## src/rtl/aes_ctrl_pkg.sv

```systemverilog
// Shared state encoding and parameter defaults for the AES encryption round controller.
package aes_ctrl_pkg;

    typedef enum logic [2:0] {
        IDLE  = 3'd0,
        ARK   = 3'd1,
        SUB   = 3'd2,
        SHIFT = 3'd3,
        MIX   = 3'd4,
        FIN   = 3'd5
    } ctrl_state_e;

    localparam int NR_DEFAULT  = 14;
    localparam int TMO_DEFAULT = 16;

    // True for states that wait on a unit done pulse.
    function automatic logic is_step(input ctrl_state_e s);
        return (s == ARK) || (s == SUB) || (s == SHIFT) || (s == MIX);
    endfunction

endpackage

```

## src/rtl/mod_enc_step_timer.sv

```systemverilog
// Per-step wait counter: holds at zero while cleared, counts cycles spent in a step,
// and flags the TMO-th cycle of waiting.
module mod_enc_step_timer
    import aes_ctrl_pkg::*;
#(
    parameter int TMO = TMO_DEFAULT
) (
    input  logic clk,
    input  logic reset,
    input  logic i_clear,
    input  logic i_count,
    output logic o_expired
);

    localparam int CW = (TMO > 1) ? $clog2(TMO) : 1;

    logic [CW-1:0] r_cnt;

    always_ff @(posedge clk) begin
        if (reset || i_clear) begin
            r_cnt <= '0;
        end else if (i_count && !o_expired) begin
            r_cnt <= r_cnt + 1'b1;
        end
    end

    // The entry cycle of a step reads zero, so the TMO-th waiting cycle reads TMO-1.
    assign o_expired = (r_cnt == CW'(TMO - 1));

endmodule

```

## src/rtl/mod_enc_round_ctrl.sv

```systemverilog
// AES encryption round sequencer: pulses the addRoundKey/subBytes/shiftRows/mixColumns
// units in order, waits for each unit's done pulse, and times out stalled steps.
module mod_enc_round_ctrl
    import aes_ctrl_pkg::*;
#(
    parameter int NR  = NR_DEFAULT,
    parameter int TMO = TMO_DEFAULT
) (
    input  logic        clk,
    input  logic        reset,
    input  logic        start,
    output logic        ready,
    output logic        en_ark,
    output logic        en_sub,
    output logic        en_shift,
    output logic        en_mix,
    input  logic        ark_done,
    input  logic        sub_done,
    input  logic        shift_done,
    input  logic        mix_done,
    output logic [3:0]  key_idx,
    output logic [3:0]  round,
    output logic        done,
    output logic        err,
    output ctrl_state_e state_dbg
);

    // Handshake: start is taken only on a cycle where ready=1 (IDLE); at any other time it
    // is ignored. Each unit sees a single-cycle enable and answers with a single-cycle done,
    // which may arrive in the enable cycle itself or any later cycle of the step.

    localparam logic [3:0] LAST = 4'(NR);

    ctrl_state_e r_state;
    ctrl_state_e w_next;
    logic        r_entry;
    logic [3:0]  r_round;
    logic [3:0]  r_key_idx;
    logic        r_err;
    logic        w_match;
    logic        w_more;
    logic        w_leave;
    logic        w_timeout;
    logic        w_expired;

    mod_enc_step_timer #(.TMO(TMO)) u_timer (
        .clk       (clk),
        .reset     (reset),
        .i_clear   (w_leave || !is_step(r_state)),
        .i_count   (is_step(r_state)),
        .o_expired (w_expired)
    );

    always_comb begin
        w_match = 1'b0;
        w_next  = r_state;
        w_more  = (r_round < LAST);
        case (r_state)
            ARK:     w_match = ark_done;
            SUB:     w_match = sub_done;
            SHIFT:   w_match = shift_done;
            MIX:     w_match = mix_done;
            default: w_match = 1'b0;
        endcase
        w_timeout = is_step(r_state) && !w_match && w_expired;
        case (r_state)
            IDLE:    if (start)   w_next = ARK;
            ARK:     if (w_match) w_next = w_more ? SUB : FIN;
            SUB:     if (w_match) w_next = SHIFT;
            // The final round has no mixColumns step.
            SHIFT:   if (w_match) w_next = w_more ? MIX : ARK;
            MIX:     if (w_match) w_next = ARK;
            FIN:     w_next = IDLE;
            default: w_next = IDLE;
        endcase
        if (w_timeout) begin
            w_next = IDLE;
        end
        w_leave = (w_next != r_state);
    end

    always_ff @(posedge clk) begin
        if (reset) begin
            r_state   <= IDLE;
            r_entry   <= 1'b0;
            r_round   <= 4'd0;
            r_key_idx <= 4'd0;
            r_err     <= 1'b0;
        end else begin
            r_state <= w_next;
            r_entry <= w_leave && is_step(w_next);
            if (r_state == IDLE && start) begin
                r_round   <= 4'd0;
                r_key_idx <= 4'd0;
                r_err     <= 1'b0;
            end
            if (r_state == ARK && w_match && w_more) begin
                r_round <= r_round + 4'd1;
            end
            // Round is unchanged on every transition into ARK, so the key tracks it there.
            if (w_leave && w_next == ARK && r_state != IDLE) begin
                r_key_idx <= r_round;
            end
            if (w_timeout) begin
                r_err <= 1'b1;
            end
        end
    end

    assign ready     = (r_state == IDLE);
    assign en_ark    = r_entry && (r_state == ARK);
    assign en_sub    = r_entry && (r_state == SUB);
    assign en_shift  = r_entry && (r_state == SHIFT);
    assign en_mix    = r_entry && (r_state == MIX);
    assign done      = (r_state == FIN);
    assign round     = r_round;
    assign key_idx   = r_key_idx;
    assign err       = r_err;
    assign state_dbg = r_state;

endmodule

```

## config.mk

```make
export PLATFORM = sky130hd
export DESIGN_NAME = mod_enc_round_ctrl
export DESIGN_NICKNAME = d
export VERILOG_FILES = /design/src/rtl/aes_ctrl_pkg.sv /design/src/rtl/mod_enc_step_timer.sv /design/src/rtl/mod_enc_round_ctrl.sv
export SDC_FILE = /design/constraint.sdc
export NUM_CORES = 1
export LEC_CHECK = 0
export BUFFER_PORTS_ARGS = -buffer_cell sky130_fd_sc_hd__buf_2
export CELL_PAD_IN_SITES_DETAIL_PLACEMENT = 1
export CELL_PAD_IN_SITES_GLOBAL_PLACEMENT = 1
export CORE_MARGIN = 3
export CORE_UTILIZATION = 38
export DETAILED_ROUTE_END_ITERATION = 8
export GPL_ROUTABILITY_DRIVEN = 0
export PLACE_DENSITY = 0.76
export SYNTH_ARGS = -nofsm -noshare
export SYNTH_HDL_FRONTEND = slang
export SYNTH_HIERARCHICAL = 1
export SYNTH_SLANG_ARGS = --single-unit
```

## constraint.sdc

```tcl
create_clock -name clk -period 2.35 [get_ports clk]
set_input_delay 0.705 -clock clk [delete_from_list [all_inputs] [get_ports clk]]
set_output_delay 0.705 -clock clk [all_outputs]
set_load 0.02 [all_outputs]
```

==> impl_metrics.ini <==
[finish]
drive_gt1_frac = 0.313
diodes = 0
syn_to_final_growth_pct = 18.9
fillers = 321
final_nets = 157
layout_commonest_cell = buf_2
final_cell_mix = 24 x buf_2, 15 x dfxtp_1, 12 x nor2_1

[synth]
async_reset_ff_frac = 0
yosys_warnings = 6
syn_inst = 120
synth_edf_count = 0
ys_seq_area_frac = 0.326
synth_ff_type = dfxtp_1
syn_area_per_cell_sq_um = 8.71
synth_nets = 129
synth_seq_cells = 17
synthesis.area_sq_um = 1040
ys_types = 45

[sta]
hold_viol = 0
fin_setup_tns_ns = 0
rsz0062_at_grt = false
hold_ws_ns = 0.471
max-slew-margin-rel = 0.724
worstMarginPinSlew_ns = 0.409
setup_viol = 0
clock-skew-final_ns = 0.00873
finalMaxSlewViolations = 0
finalCritPeriodShare = 0.939
fin_ws_ns = 0.143
min_period_ns = 2.21
max_freq_ghz = 0.453

[routing]
wl_mm = 2.77
vias = 1029
drt_iter0_drc = 37
drt_first_pass_iters = 4
viasPerCell = 5.81
drc = 0
drtAntennaViolNets = 0
wl_per_cell_um = 15.6

[pwr]
p_total_uw = 601
seqPwrFrac = 0.515
p_per_area_nw_per_um2 = 484
switching_share = 0.318
vdd.ir_drop.worst_mv = 0.394
leakage_nw = 0.501
p_sw_uw = 191
internal_power_uw = 409
clock_power_share = 0.275
combPwrFrac = 0.209

[clock_tree]
clockRootBuffer = clkbuf_4
htreeDepth = 1
cts_setup_buffers = 0
clock_sinks = 17
clk_latency_ns = 0.30
clk_pin_slew_ns = 0.11
cts_buffers = 3
cts_tree = yes
clockBufferDepth = 2

[global_route]
antenna_found_initial = 0
overflow = 0
grt_pass1_wl_mm = 4.71
grt_usage = 0.172
grt_pass1_vias = 1012
grt_max_degree = 15

[floorplanning]
die_h_um = 58.4
std_cell_rows = 18
io_pins = 25
die_w_um = 58.4
die_area_sq_um = 3410
core_area_sq_um = 2540
start_util = 0.411

[worst_setup_path]
cp-start-kind = flop
endpoint_kind = primary output
critical_path_class = flop to primary output
arrival_ns = 1.50
required_ns = 1.64
cp_max_fo = 11

[min_path]
hp-class = flop to flop

[flow_run]
max-cap-violations = 0

[placement]
dp_hpwl_mm = 2.09
detailedPlace.worstSlack_ns = 0.129
io_buffers = 24

[outcome]
status = complete, no violations
-- timing repair --
action | in CTS | in global routing
hold buffers | 0 | 0
setup endpoints to repair | 0 | 3
resized for setup | 0 | 3
-- power groups by stage --
| stage | Clock [mW] | Sequential, mW | Combinational (mW) |
|---|---|---|---|
| finish | 0.165 | 0.310 | 0.126 |
| detailed placement | 0 | 0.315 | 0.123 |
| global route | 0.187 | 0.312 | 0.139 |
| floorplan | 0 | 0.313 | 0.0854 |
| CTS | 0.177 | 0.309 | 0.124 |
| global placement | 0 | 0.315 | 0.120 |
-- per-stage QoR --
step                      utilization  cells  area (sq um)
final                           0.488    177          1240
after global routing            0.488    177          1240
after CTS                       0.485    177          1230
after detailed placement        0.473    173          1200
after global placement          0.473    173          1200
after floorplan                     -    120          1040
-- per-layer routing --
layer,wire length (um),vias to the layer above,GRT usage
li1,-,508,-
met1,1320,502,0.229
met2,1330,17,0.282
met3,111,2,0.0439
met4,13,0,0.0331
met5,0,-,0
-- registers in the layout, indices dropped and copies added (netlist names) --
| signal | flops |
|---|---|
| u_timer/r_cnt | 4 |
| r_entry | 1 |
| key_idx | 4 |
| err | 1 |
| round | 4 |
| state_dbg | 3 |
-- kinds of logic after synthesis --
kind of cell,share of synthesized area
adder cells (fa/ha/maj),0.0239
flip-flops,0.326
AO/OA/AOI/OAI,0.238
multiplexers,0.0287
XOR/XNOR,0.0168
buffers and inverters,0.0479
AND/OR/NAND/NOR,0.319
-- worst max-delay path, stage by stage, from the launching register on --
cell and delay, ns:
dfxtp_1 0.53, buf_4 0.25, nor2_4 0.07, and3_1 0.20
buf_2 0.15
-- final cells by class --
| type | instances | area, sq um | area share |
|---|---|---|---|
| flip-flops and latches | 17 | 343 | 0.276 |
| inverters | 4 | 15.0 | 0.0121 |
| repair buffers | 29 | 158 | 0.127 |
| multi-input cells | 93 | 659 | 0.531 |
| clock buffers | 3 | 22.5 | 0.0181 |
| well taps | 30 | 37.5 | 0.0302 |
| clock inverters | 1 | 7.51 | 0.00604 |
-- cell usage after synthesis, types with 2 or more instances --
cell type  number  area, sq um
a21oi_1         8         40.0
a22oi_1         2         15.0
a2bb2oi_1       2         17.5
and2_1          2         12.5
and3_1          2         12.5
buf_2           4         20.0
dfxtp_1        17          340
ha_1            2         25.0
inv_1           2         7.51
inv_2           2         7.51
mux2i_1         3         30.0
nand2_1         7         26.3
nand3_1         7         35.0
nand4_1         7         43.8
nand4b_1        2         17.5
nand4bb_1       3         33.8
nor2_1         12         45.0
nor2b_1         2         12.5
nor3_1          4         20.0
nor3b_1         2         15.0
o211ai_1        2         15.0
o21a_1          2         15.0
o21ai_2         2         17.5
-- path summary, 6_finish.rpt --
path / cells past startpoint / slack (ns) / from / end
max: 4 / 0.14 / state_dbg[1] / en_mix
min: 2 / 0.47 / key_idx[1] / key_idx[1]
max reg2reg: 7 / 0.36 / state_dbg[1] / u_timer/r_cnt[3]
min reg2reg: 2 / 0.47 / key_idx[1] / key_idx[1]
(Power assumes the default switching activity.)
